$ cat src/rtl/por_seq_pkg.sv
// Shared types and elaboration helpers for the power-on reset sequencer.
package por_seq_pkg;

  typedef enum logic [1:0] {
    ST_HOLD = 2'd0,
    ST_WAIT = 2'd1,
    ST_DONE = 2'd2
  } state_t;

  function automatic int max3(input int a, input int b, input int c);
    int m;
    m = (a > b) ? a : b;
    return (m > c) ? m : c;
  endfunction

  // Width of the stage index: holds 0..n, never narrower than one bit.
  function automatic int idx_w(input int n);
    int w;
    w = $clog2(n + 1);
    return (w < 1) ? 1 : w;
  endfunction

  function automatic int cnt_w(input int hold, input int gap, input int tmo);
    return $clog2(max3(hold, gap, tmo) + 1);
  endfunction

endpackage

$ cat src/rtl/por_seq_counter.sv
// Saturating up-counter with synchronous clear and a bank of ">= threshold" compares.
module por_seq_counter
  import por_seq_pkg::*;
#(
  parameter int CNT_W = 7,
  parameter int N_CMP = 1
) (
  input  logic                        sysclk,
  input  logic                        reset,
  input  logic                        clr,
  input  logic                        en,
  input  logic [N_CMP-1:0][CNT_W-1:0] thr,
  output logic [CNT_W-1:0]            cnt,
  output logic [N_CMP-1:0]            ge
);

  logic [CNT_W-1:0] cnt_reg = '0;

  always_ff @(posedge sysclk) begin
    if (reset) begin
      cnt_reg <= '0;
    end else if (clr) begin
      cnt_reg <= '0;
    end else if (en && (cnt_reg != '1)) begin
      cnt_reg <= cnt_reg + CNT_W'(1);
    end
  end

  assign cnt = cnt_reg;

  genvar gi;
  generate
    for (gi = 0; gi < N_CMP; gi++) begin : g_cmp
      assign ge[gi] = (cnt_reg >= thr[gi]);
    end
  endgenerate

endmodule

$ cat src/rtl/por_reset_sequencer.sv
// Power-on reset sequencer: asserts all channel resets, then releases them in index order.
// Optional ready-wait timeout is built when POR_SEQ_TIMEOUT_EN is defined.
module por_reset_sequencer
  import por_seq_pkg::*;
#(
  parameter int  N_CH           = 4,
  parameter int  HOLD_CYCLES    = 16,
  parameter int  GAP_CYCLES     = 8,
  parameter int  TIMEOUT_CYCLES = 64,
  localparam int IDX_W          = idx_w(N_CH)
) (
  input  logic             sysclk,
  input  logic             reset,
  input  logic             soft_req,
  input  logic [N_CH-1:0]  ch_ready,
  output logic [N_CH-1:0]  rst_out,
  output logic             busy,
  output logic             done,
  output logic [IDX_W-1:0] stage,
  output logic             timeout_err
);

  localparam int CNT_W   = cnt_w(HOLD_CYCLES, GAP_CYCLES, TIMEOUT_CYCLES);
  localparam int CMP_GAP = 0;
`ifdef POR_SEQ_TIMEOUT_EN
  localparam int N_CMP   = 2;
  localparam int CMP_TMO = 1;
  // Fire on the edge where cnt reaches TIMEOUT_CYCLES, never before the gap is met.
  localparam int TMO_THR = (TIMEOUT_CYCLES - 1 > GAP_CYCLES) ? TIMEOUT_CYCLES - 1 : GAP_CYCLES;
`else
  localparam int N_CMP   = 1;
`endif

  generate
    if (N_CH < 1) begin : g_bad_nch
      $error("por_reset_sequencer: N_CH must be >= 1");
    end
    if (HOLD_CYCLES < 1) begin : g_bad_hold
      $error("por_reset_sequencer: HOLD_CYCLES must be >= 1");
    end
`ifdef POR_SEQ_TIMEOUT_EN
    if (TIMEOUT_CYCLES < GAP_CYCLES) begin : g_bad_tmo
      $error("por_reset_sequencer: TIMEOUT_CYCLES must be >= GAP_CYCLES");
    end
`endif
  endgenerate

  state_t           state_reg   = ST_HOLD;
  state_t           state_next;
  logic [N_CH-1:0]  rst_out_reg = '1;
  logic [N_CH-1:0]  rst_out_next;
  logic             busy_reg    = 1'b1;
  logic             busy_next;
  logic             done_reg    = 1'b0;
  logic             done_next;
  logic [IDX_W-1:0] stage_reg   = '0;
  logic [IDX_W-1:0] stage_next;

  logic                        cnt_clr;
  logic                        cnt_en;
  logic [CNT_W-1:0]            cnt;
  logic [N_CMP-1:0][CNT_W-1:0] thr;
  logic [N_CMP-1:0]            ge;
  logic                        hold_end;
  logic                        ready_sel;
  logic                        last_stage;
  logic                        release_now;
  logic [N_CH-1:0]             sel_ready;
  logic [N_CH-1:0]             rel_mask;

  assign thr[CMP_GAP] = CNT_W'(GAP_CYCLES);
`ifdef POR_SEQ_TIMEOUT_EN
  assign thr[CMP_TMO] = CNT_W'(TMO_THR);
`endif

  por_seq_counter #(
    .CNT_W (CNT_W),
    .N_CMP (N_CMP)
  ) u_counter (
    .sysclk (sysclk),
    .reset  (reset),
    .clr    (cnt_clr),
    .en     (cnt_en),
    .thr    (thr),
    .cnt    (cnt),
    .ge     (ge)
  );

  assign hold_end = (cnt == CNT_W'(HOLD_CYCLES - 1));

  // Only the channel currently waited on may release the next one.
  genvar gi;
  generate
    for (gi = 0; gi < N_CH; gi++) begin : g_ch
      assign sel_ready[gi] = ch_ready[gi] && (stage_reg == IDX_W'(gi));
      if (gi == 0) begin : g_first
        assign rel_mask[gi] = 1'b0;
      end else begin : g_next
        assign rel_mask[gi] = (stage_reg == IDX_W'(gi - 1));
      end
    end
  endgenerate

  assign ready_sel  = |sel_ready;
  assign last_stage = (stage_reg == IDX_W'(N_CH - 1));

`ifdef POR_SEQ_TIMEOUT_EN
  logic err_reg = 1'b0;
  logic err_next;
  logic tmo_hit;

  assign tmo_hit     = (state_reg == ST_WAIT) && !ready_sel && ge[CMP_TMO];
  assign release_now = (ready_sel && ge[CMP_GAP]) || tmo_hit;
  assign err_next    = err_reg || tmo_hit;

  always_ff @(posedge sysclk) begin
    if (reset) begin
      err_reg <= 1'b0;
    end else begin
      err_reg <= err_next;
    end
  end

  assign timeout_err = err_reg;
`else
  assign release_now = ready_sel && ge[CMP_GAP];
  assign timeout_err = 1'b0;
`endif

  always_comb begin
    state_next   = state_reg;
    rst_out_next = rst_out_reg;
    busy_next    = busy_reg;
    done_next    = done_reg;
    stage_next   = stage_reg;
    cnt_clr      = 1'b0;
    cnt_en       = 1'b0;
    case (state_reg)
      ST_HOLD: begin
        cnt_en = 1'b1;
        if (hold_end) begin
          rst_out_next[0] = 1'b0;
          stage_next      = '0;
          cnt_clr         = 1'b1;
          state_next      = ST_WAIT;
        end
      end
      ST_WAIT: begin
        cnt_en = 1'b1;
        if (release_now) begin
          if (last_stage) begin
            state_next = ST_DONE;
            done_next  = 1'b1;
            busy_next  = 1'b0;
          end else begin
            rst_out_next = rst_out_reg & ~rel_mask;
            stage_next   = stage_reg + IDX_W'(1);
            cnt_clr      = 1'b1;
          end
        end
      end
      ST_DONE: begin
        if (soft_req) begin
          rst_out_next = '1;
          done_next    = 1'b0;
          busy_next    = 1'b1;
          cnt_clr      = 1'b1;
          state_next   = ST_HOLD;
        end
      end
      default: begin
        state_next = ST_HOLD;
        cnt_clr    = 1'b1;
      end
    endcase
  end

  always_ff @(posedge sysclk) begin
    if (reset) begin
      state_reg   <= ST_HOLD;
      rst_out_reg <= '1;
      busy_reg    <= 1'b1;
      done_reg    <= 1'b0;
      stage_reg   <= '0;
    end else begin
      state_reg   <= state_next;
      rst_out_reg <= rst_out_next;
      busy_reg    <= busy_next;
      done_reg    <= done_next;
      stage_reg   <= stage_next;
    end
  end

  assign rst_out = rst_out_reg;
  assign busy    = busy_reg;
  assign done    = done_reg;
  assign stage   = stage_reg;

endmodule

$ cat config.mk
export PLATFORM = sky130hd
export DESIGN_NAME = por_reset_sequencer
export DESIGN_NICKNAME = d
export VERILOG_FILES = /design/src/rtl/por_seq_pkg.sv /design/src/rtl/por_seq_counter.sv /design/src/rtl/por_reset_sequencer.sv
export SDC_FILE = /design/constraint.sdc
export NUM_CORES = 1
export LEC_CHECK = 0
export BUFFER_PORTS_ARGS = -buffer_cell sky130_fd_sc_hd__buf_2
export CAP_MARGIN = 10
export CORE_MARGIN = 2
export CORE_UTILIZATION = 48
export DETAILED_ROUTE_END_ITERATION = 8
export PLACE_DENSITY = 0.76
export SLEW_MARGIN = 10
export SYNTH_ARGS = -nofsm -noshare
export SYNTH_HDL_FRONTEND = slang
export SYNTH_SLANG_ARGS = --single-unit
$ cat constraint.sdc
create_clock -name sysclk -period 1.6 [get_ports sysclk]
set_input_delay 0.16 -clock sysclk [delete_from_list [all_inputs] [get_ports sysclk]]
set_output_delay 0.16 -clock sysclk [all_outputs]
set_load 0.02 [all_outputs]
==> Word level (Yosys, flattened, before mapping) <==
Cells that the tools add are included.
W data, S select, Z words.
{ "classes": {"n_addsub": 2, "n_mul": 0, "n_div": 0, "order_cmp": 1, "eq_ne": 12, "shift": 0, "muxes": 29, "bitwise_logic": 2, "n_reduce_logical": 19} }
{ "op_table": {"columns": ["op", "n"], "rows": [
  ["$reduce_and A4 Y1", 4],
  ["$mux W1", 12],
  ["$mux W4", 3],
  ["$pmux W3 S2", 2],
  ["$ne A2 B2 Y1 const B", 5],
  ["$mux W3", 3],
  ["$mux W2", 4],
  ["$add A7 B1 Y7 const B", 1],
  ["$eq A7 B4 Y1 const B", 1],
  ["$ge A7 B4 Y1 const B", 1],
  ["$ne A7 B7 Y1 const B", 1],
  ["$eq A3 B2 Y1 const B", 2],
  ["$logic_and A1 B1 Y1", 6],
  ["$pmux W1 S3", 2],
  ["$pmux W2 S3", 1],
  ["$reduce_and A5 Y1", 1],
  ["$and A4 B4 Y4", 1],
  ["$not A4 Y4", 1],
  ["$pmux W1 S2", 2],
  ["$reduce_bool A2 Y1", 2],
  ["$reduce_or A2 Y1", 2],
  ["$reduce_or A4 Y1", 1],
  ["$add A3 B1 Y3 const B", 1],
  ["$eq A3 B1 Y1 const B", 1],
  ["5 further kinds", 5]
]} }
{ "word_totals": {"register_bits": 18, "latchBits": 0, "ram_bits": 0, "romBits": 0, "input_bits": 7, "output_inout_bits": 10, "word_cells": 72, "mem_count": 0} }

==> Longest topological paths before layout <==
{ "logic_depth": {"word_depth": 7, "depth_mapped": 6, "mapped_depth_nobuf": 6} }

==> Cells and area by module <==
A second synthesis with hierarchy kept.
{ "hier_totals": {"cells_unflattened": 132, "area_unflattened_um2": 1101.1} }
{ "modules_own_cells": {"columns": ["module", "n_inst", "cells_per_inst", "area_each_um2", "seq_area_each_um2"], "rows": [
  ["por_reset_sequencer", 1, 71, 595.6, 220.2],
  ["por_seq_counter", 1, 61, 505.5, 140.1]
]} }

==> Least setup slack after synthesis <==
Ideal clock, no wire load.
{ "synth_path": {"kind": "reg-to-reg", "from": "register stage_reg[0] (netlist: stage[0])", "to": "register stage_reg[2] (netlist: stage[2])", "setup_time_ps": 117, "arrival_time_ps": 1620, "setup_slack_ps": -137, "stages_incl_launch_ff": 7, "n_path_buf": 0, "synth_period_minus_slack_ps": 1737, "path_cell_list": "dfxtp_1 > inv_1 > ha_1 > a222oi_1 > nand4b_4 > nor3_1 > a22o_1"} }
{ "synth_via": {"elab_chain_cells": 6} }
{ "synth_rtl": {"columns": ["item", "line", "text"], "rows": [
  ["from (decl)", "por_reset_sequencer.sv:56", "logic [IDX_W-1:0] stage_reg = '0;"],
  ["from (signal assigned)", "por_reset_sequencer.sv:190", "stage_reg <= stage_next;"],
  ["$eq A3 B1 Y1, or another cell as far along", "por_reset_sequencer.sv:95", "assign sel_ready[gi] = ch_ready[gi] && (stage_reg == IDX_W'(gi));"],
  ["$logic_and A1 B1 Y1", "por_reset_sequencer.sv:95", null],
  ["$reduce_or A4 Y1", "por_reset_sequencer.sv:104", "assign ready_sel = |sel_ready;"],
  ["$logic_and A1 B1 Y1", "por_reset_sequencer.sv:126", "assign release_now = ready_sel && ge[CMP_GAP];"],
  ["$ne A2 B2 Y1 (no line)", null, null],
  ["$reduce_and A4 Y1 (no line)", null, null]
]} }
Parallel ways exist; a longest one is shown, timed or not. The select of a mux whose other input is x is not followed.
A chain may end at the register's enable or synchronous reset.

==> Worst setup path in the final report <==
{ "layout_path": {"from": "register stage_reg[0] (netlist: stage[0])", "to": "register u_counter.cnt_reg[3] (netlist: u_counter.cnt[3])"} }
{ "layout_via": {"elab_chain_cells": 7} }
{ "layout_rtl": {"columns": ["item", "line", "text"], "rows": [
  ["$eq A3 B1 Y1, or another cell as far along", "por_reset_sequencer.sv:95", null],
  ["$logic_and A1 B1 Y1", "por_reset_sequencer.sv:95", null],
  ["$reduce_or A4 Y1", "por_reset_sequencer.sv:104", null],
  ["$logic_and A1 B1 Y1", "por_reset_sequencer.sv:126", null],
  ["$mux W1 (*)", "por_reset_sequencer.sv:150", "if (release_now) begin"],
  ["$pmux W1 S3 (*)", "por_reset_sequencer.sv:138", "case (state_reg)"],
  ["$reduce_or A2 Y1 (no line) (*)", null, null],
  ["to (signal assigned)", "por_seq_counter.sv:25", "cnt_reg <= cnt_reg + CNT_W'(1);"],
  ["to (decl)", "por_seq_counter.sv:17", "logic [CNT_W-1:0] cnt_reg = '0;"]
]} }
Mark *: on every way between the ends. The rest lies on a longest branch, timed or not.

==> flow_metrics.env <==
export IMPL_crit_slowest_cell="dfxtp_4"
export IMPL_power_leakage_nw=0.517
export IMPL_dr_first_iter_drc_count=8
export IMPL_syn_inst=102
export IMPL_die_y_um=48.3
export IMPL_synth_seq_cells=18
export IMPL_crit_start="stage[0]"
export IMPL_ys_seq_area_frac=0.382
export IMPL_critPathCaptureType="register"
export IMPL_die_area_um2=2340
export IMPL_initial_utilization=0.496
export IMPL_grt_pass1_wl_um=3330
export IMPL_clkTransAtPathRegs_ps=110
export IMPL_grt_util_all_layers=0.184
export IMPL_ir_drop_v=0.000502
export IMPL_rrSetupSlack_ps=-30
export IMPL_hold_buffers=0
export IMPL_violations="negative setup slack"
export IMPL_dpl_cell_area_um2=1070
export IMPL_hold_path_class="primary input to register"
export IMPL_path_class="register to register"
export IMPL_cp_start_kind="register"
export IMPL_dr_total_vias=825
export IMPL_clock_skew_ps=8.76
export IMPL_hpwl_um=1490
export IMPL_largest_register_ffs=7
export IMPL_cts_made_buffers=3
export IMPL_crit_path_frequent_cell="nand4b_4"
export IMPL_drive_gt1_frac=0.382
export IMPL_antenna_left=0
export IMPL_endpoint="u_counter.cnt[3]"
export IMPL_clock_latency_ps=300
export IMPL_timing_slew_headroom=0.656
export IMPL_rsz0062_at_grt="true"
export IMPL_cp_data_arrival_time_ps=1850
export IMPL_grt_overflow=0
export IMPL_ios=17
export IMPL_row_count=16
export IMPL_tightest_slew_ps=512
export IMPL_status="complete, but fails checks"
export IMPL_die_x_um=48.3
export IMPL_power_density_nw_per_um2=663
export IMPL_r2r_end="u_counter.cnt[3]"
export IMPL_slew_violations=0
export IMPL_synth_cell_types=37
export IMPL_layout_setup_ws_ps=-30.8
export IMPL_setup_viol=4
export IMPL_r2r_start="stage[0]"
export IMPL_num_antenna_cells=0
export IMPL_synth_nets=116
export IMPL_syn_area_um2=943
export IMPL_antenna_found_initial=0
export IMPL_clockBufferDepth=2
export IMPL_cts_tree="done"
export IMPL_grt_max_degree=11
export IMPL_hold_viol=0
export IMPL_vias_per_cell=5.50
export IMPL_tns_ps=-71.6
export IMPL_fin_crit_ps=1630
export IMPL_reg2reg_depth=6
export IMPL_fillers=170
export IMPL_yosysWarningCount=0
export IMPL_cp_cell_sequence="inv_4, ha_4, a222oi_1, nand4b_4, nand4b_4, a211oi_2"
export IMPL_grt_pass1_vias=784
export IMPL_totalWireLength_um=2060
export IMPL_pre_cts_slack_ps=-84.9
export IMPL_final_cell_area_um2=1190
export IMPL_cp_required_ps=1820
export IMPL_clkSinkCount=18
export IMPL_path_max_fanout=7
export IMPL_fp_coreArea_um2=1900
export IMPL_fin_crit_sh=1.02
export IMPL_dr_pass1_iters=4
export IMPL_drc_errors=0
export IMPL_nNetsFinal=138
export IMPL_max_freq_ghz=0.613
export IMPL_syn2layout_area_growth_pct=26.4
export IMPL_synth_avg_cell_area_um2=9.25
export IMPL_cp_slowest_stage_delay_ps=410
export IMPL_maxCapViolCount=0
export IMPL_gp_congestion=0.789
export IMPL_htree_levels=1
export IMPL_portBuffers=15
export IMPL_cts_root_buf="clkbuf_4"
export IMPL_wire_per_inst_um=13.7
-- worst min-delay path by stage --
stage          startpoint           end  slack [ps]  cells past startpoint
6_report         soft_req  state_reg[1]         100                      2
3_5_place_dp     soft_req  state_reg[1]         400                      2
3_3_place_gp     soft_req  state_reg[1]         390                      2
4_1_cts          soft_req  state_reg[1]          80                      2
5_1_grt          soft_req  state_reg[1]         100                      2
2_1_floorplan    soft_req  state_reg[1]         260                      1
-- power by group --
group | leakage, nW | total, mW | internal (mW) | switching, mW
combinational | 0.348 | 0.0529 | 0.0246 | 0.0284
clock | 0.0210 | 0.280 | 0.139 | 0.141
sequential | 0.148 | 0.458 | 0.451 | 0.00669
total | 0.517 | 0.790 | 0.614 | 0.176
-- worst max-delay path: cells and delay by family (launching register included) --
| family | cells | cell delay (ps) |
|---|---|---|
| AND/OR/NAND/NOR | 2 | 390 |
| buffers and inverters | 1 | 50 |
| AO/OA/AOI/OAI | 2 | 540 |
| adder cells (fa/ha/maj) | 1 | 160 |
| flip-flops | 1 | 410 |
-- layout make-up --
type / count / area [um2] / area share
tap: 27 / 33.8 / 0.0283
clock buffer: 4 / 36.3 / 0.0304
multi-input combinational: 69 / 582 / 0.488
timing repair buffer: 22 / 131 / 0.110
inverter: 10 / 40.0 / 0.0336
sequential: 18 / 369 / 0.310
-- cells in the final DEF (no fill, tap or decap), types with 2 or more instances in the layout --
cell	n
dfxtp_1	15
ha_2	3
ha_1	2
nand4b_4	2
dfxtp_4	2
nor2_1	10
a31oi_1	2
a21oi_1	6
nand2_1	4
o41ai_1	3
o211ai_1	2
buf_2	15
clkbuf_4	3
o21ai_0	3
ha_4	2
inv_1	8
buf_4	6
and4b_1	2
a22o_1	2
nor2b_1	2
nand3_1	2
-- per-layer routing --
layer | GRT usage | up-vias | share of wire
li1 | - | 411 | -
met4 | 0.0905 | 0 | 0.022
met3 | 0.0309 | 4 | 0.038
met1 | 0.207 | 390 | 0.42
met2 | 0.333 | 20 | 0.52
met5 | 0 | - | 0
-- cell families (layout without fill, tap and decap cells) --
group / after synthesis / in the layout / synth area share
other: 1 / 1 / 0.00397
and+or+nand+nor: 31 / 31 / 0.214
AOI/OAI and AO/OA: 28 / 28 / 0.215
xor gates and xnor gates: 1 / 1 / 0.00929
muxes: 1 / 1 / 0.0106
DFF: 18 / 18 / 0.382
buffers and inverters: 15 / 36 / 0.0729
adders and majority gates: 7 / 7 / 0.0928
-- cells in the mapped netlist, drive strengths merged --
cell type	count	area [um2]
dfxtp	18	360
nor2	11	41.3
inv	10	37.5
ha	7	87.6
a21oi	6	30.0
nand2	4	15.0
a31oi	3	18.8
clkbuf	3	12.5
o21ai	3	15.0
o41ai	3	26.3
a211oi	2	15.0
a22o	2	17.5
and4b	2	20.0
buf	2	18.8
nand3	2	10.0
nand4b	2	47.6
nor2b	2	12.5
nor3	2	10.0
o211ai	2	15.0
a21boi	1	7.51
a21o	1	7.51
a221oi	1	8.76
a222oi	1	10.0
a311oi	1	15.0
a31o	1	8.76
and2	1	6.26
and4	1	8.76
conb	1	3.75
mux2i	1	10.0
nand4	1	6.26
nor4	1	6.26
o21a	1	7.51
or3	1	6.26
or4	1	11.3
xnor2	1	8.76
-- repair_timing --
action,in CTS,in global routing
endpoints found under the setup margin,14,15
pin swaps,2,4
cloned,0,0
resized for setup,10,10
setup buffers,2,0
-- through the flow --
step / utilization / hold slack (ps) / cells / total power [mW]
finish: 0.627 / 98.3 / 150 / 0.790
global placement: 0.561 / 394 / 144 / 0.520
floorplan: - / 262 / 102 / 0.506
global route: 0.627 / 96.3 / 150 / 0.823
detailed placement: 0.561 / 402 / 144 / 0.523
CTS: 0.603 / 84.5 / 150 / 0.789
Note: power is estimated with default switching activity, not from simulation.
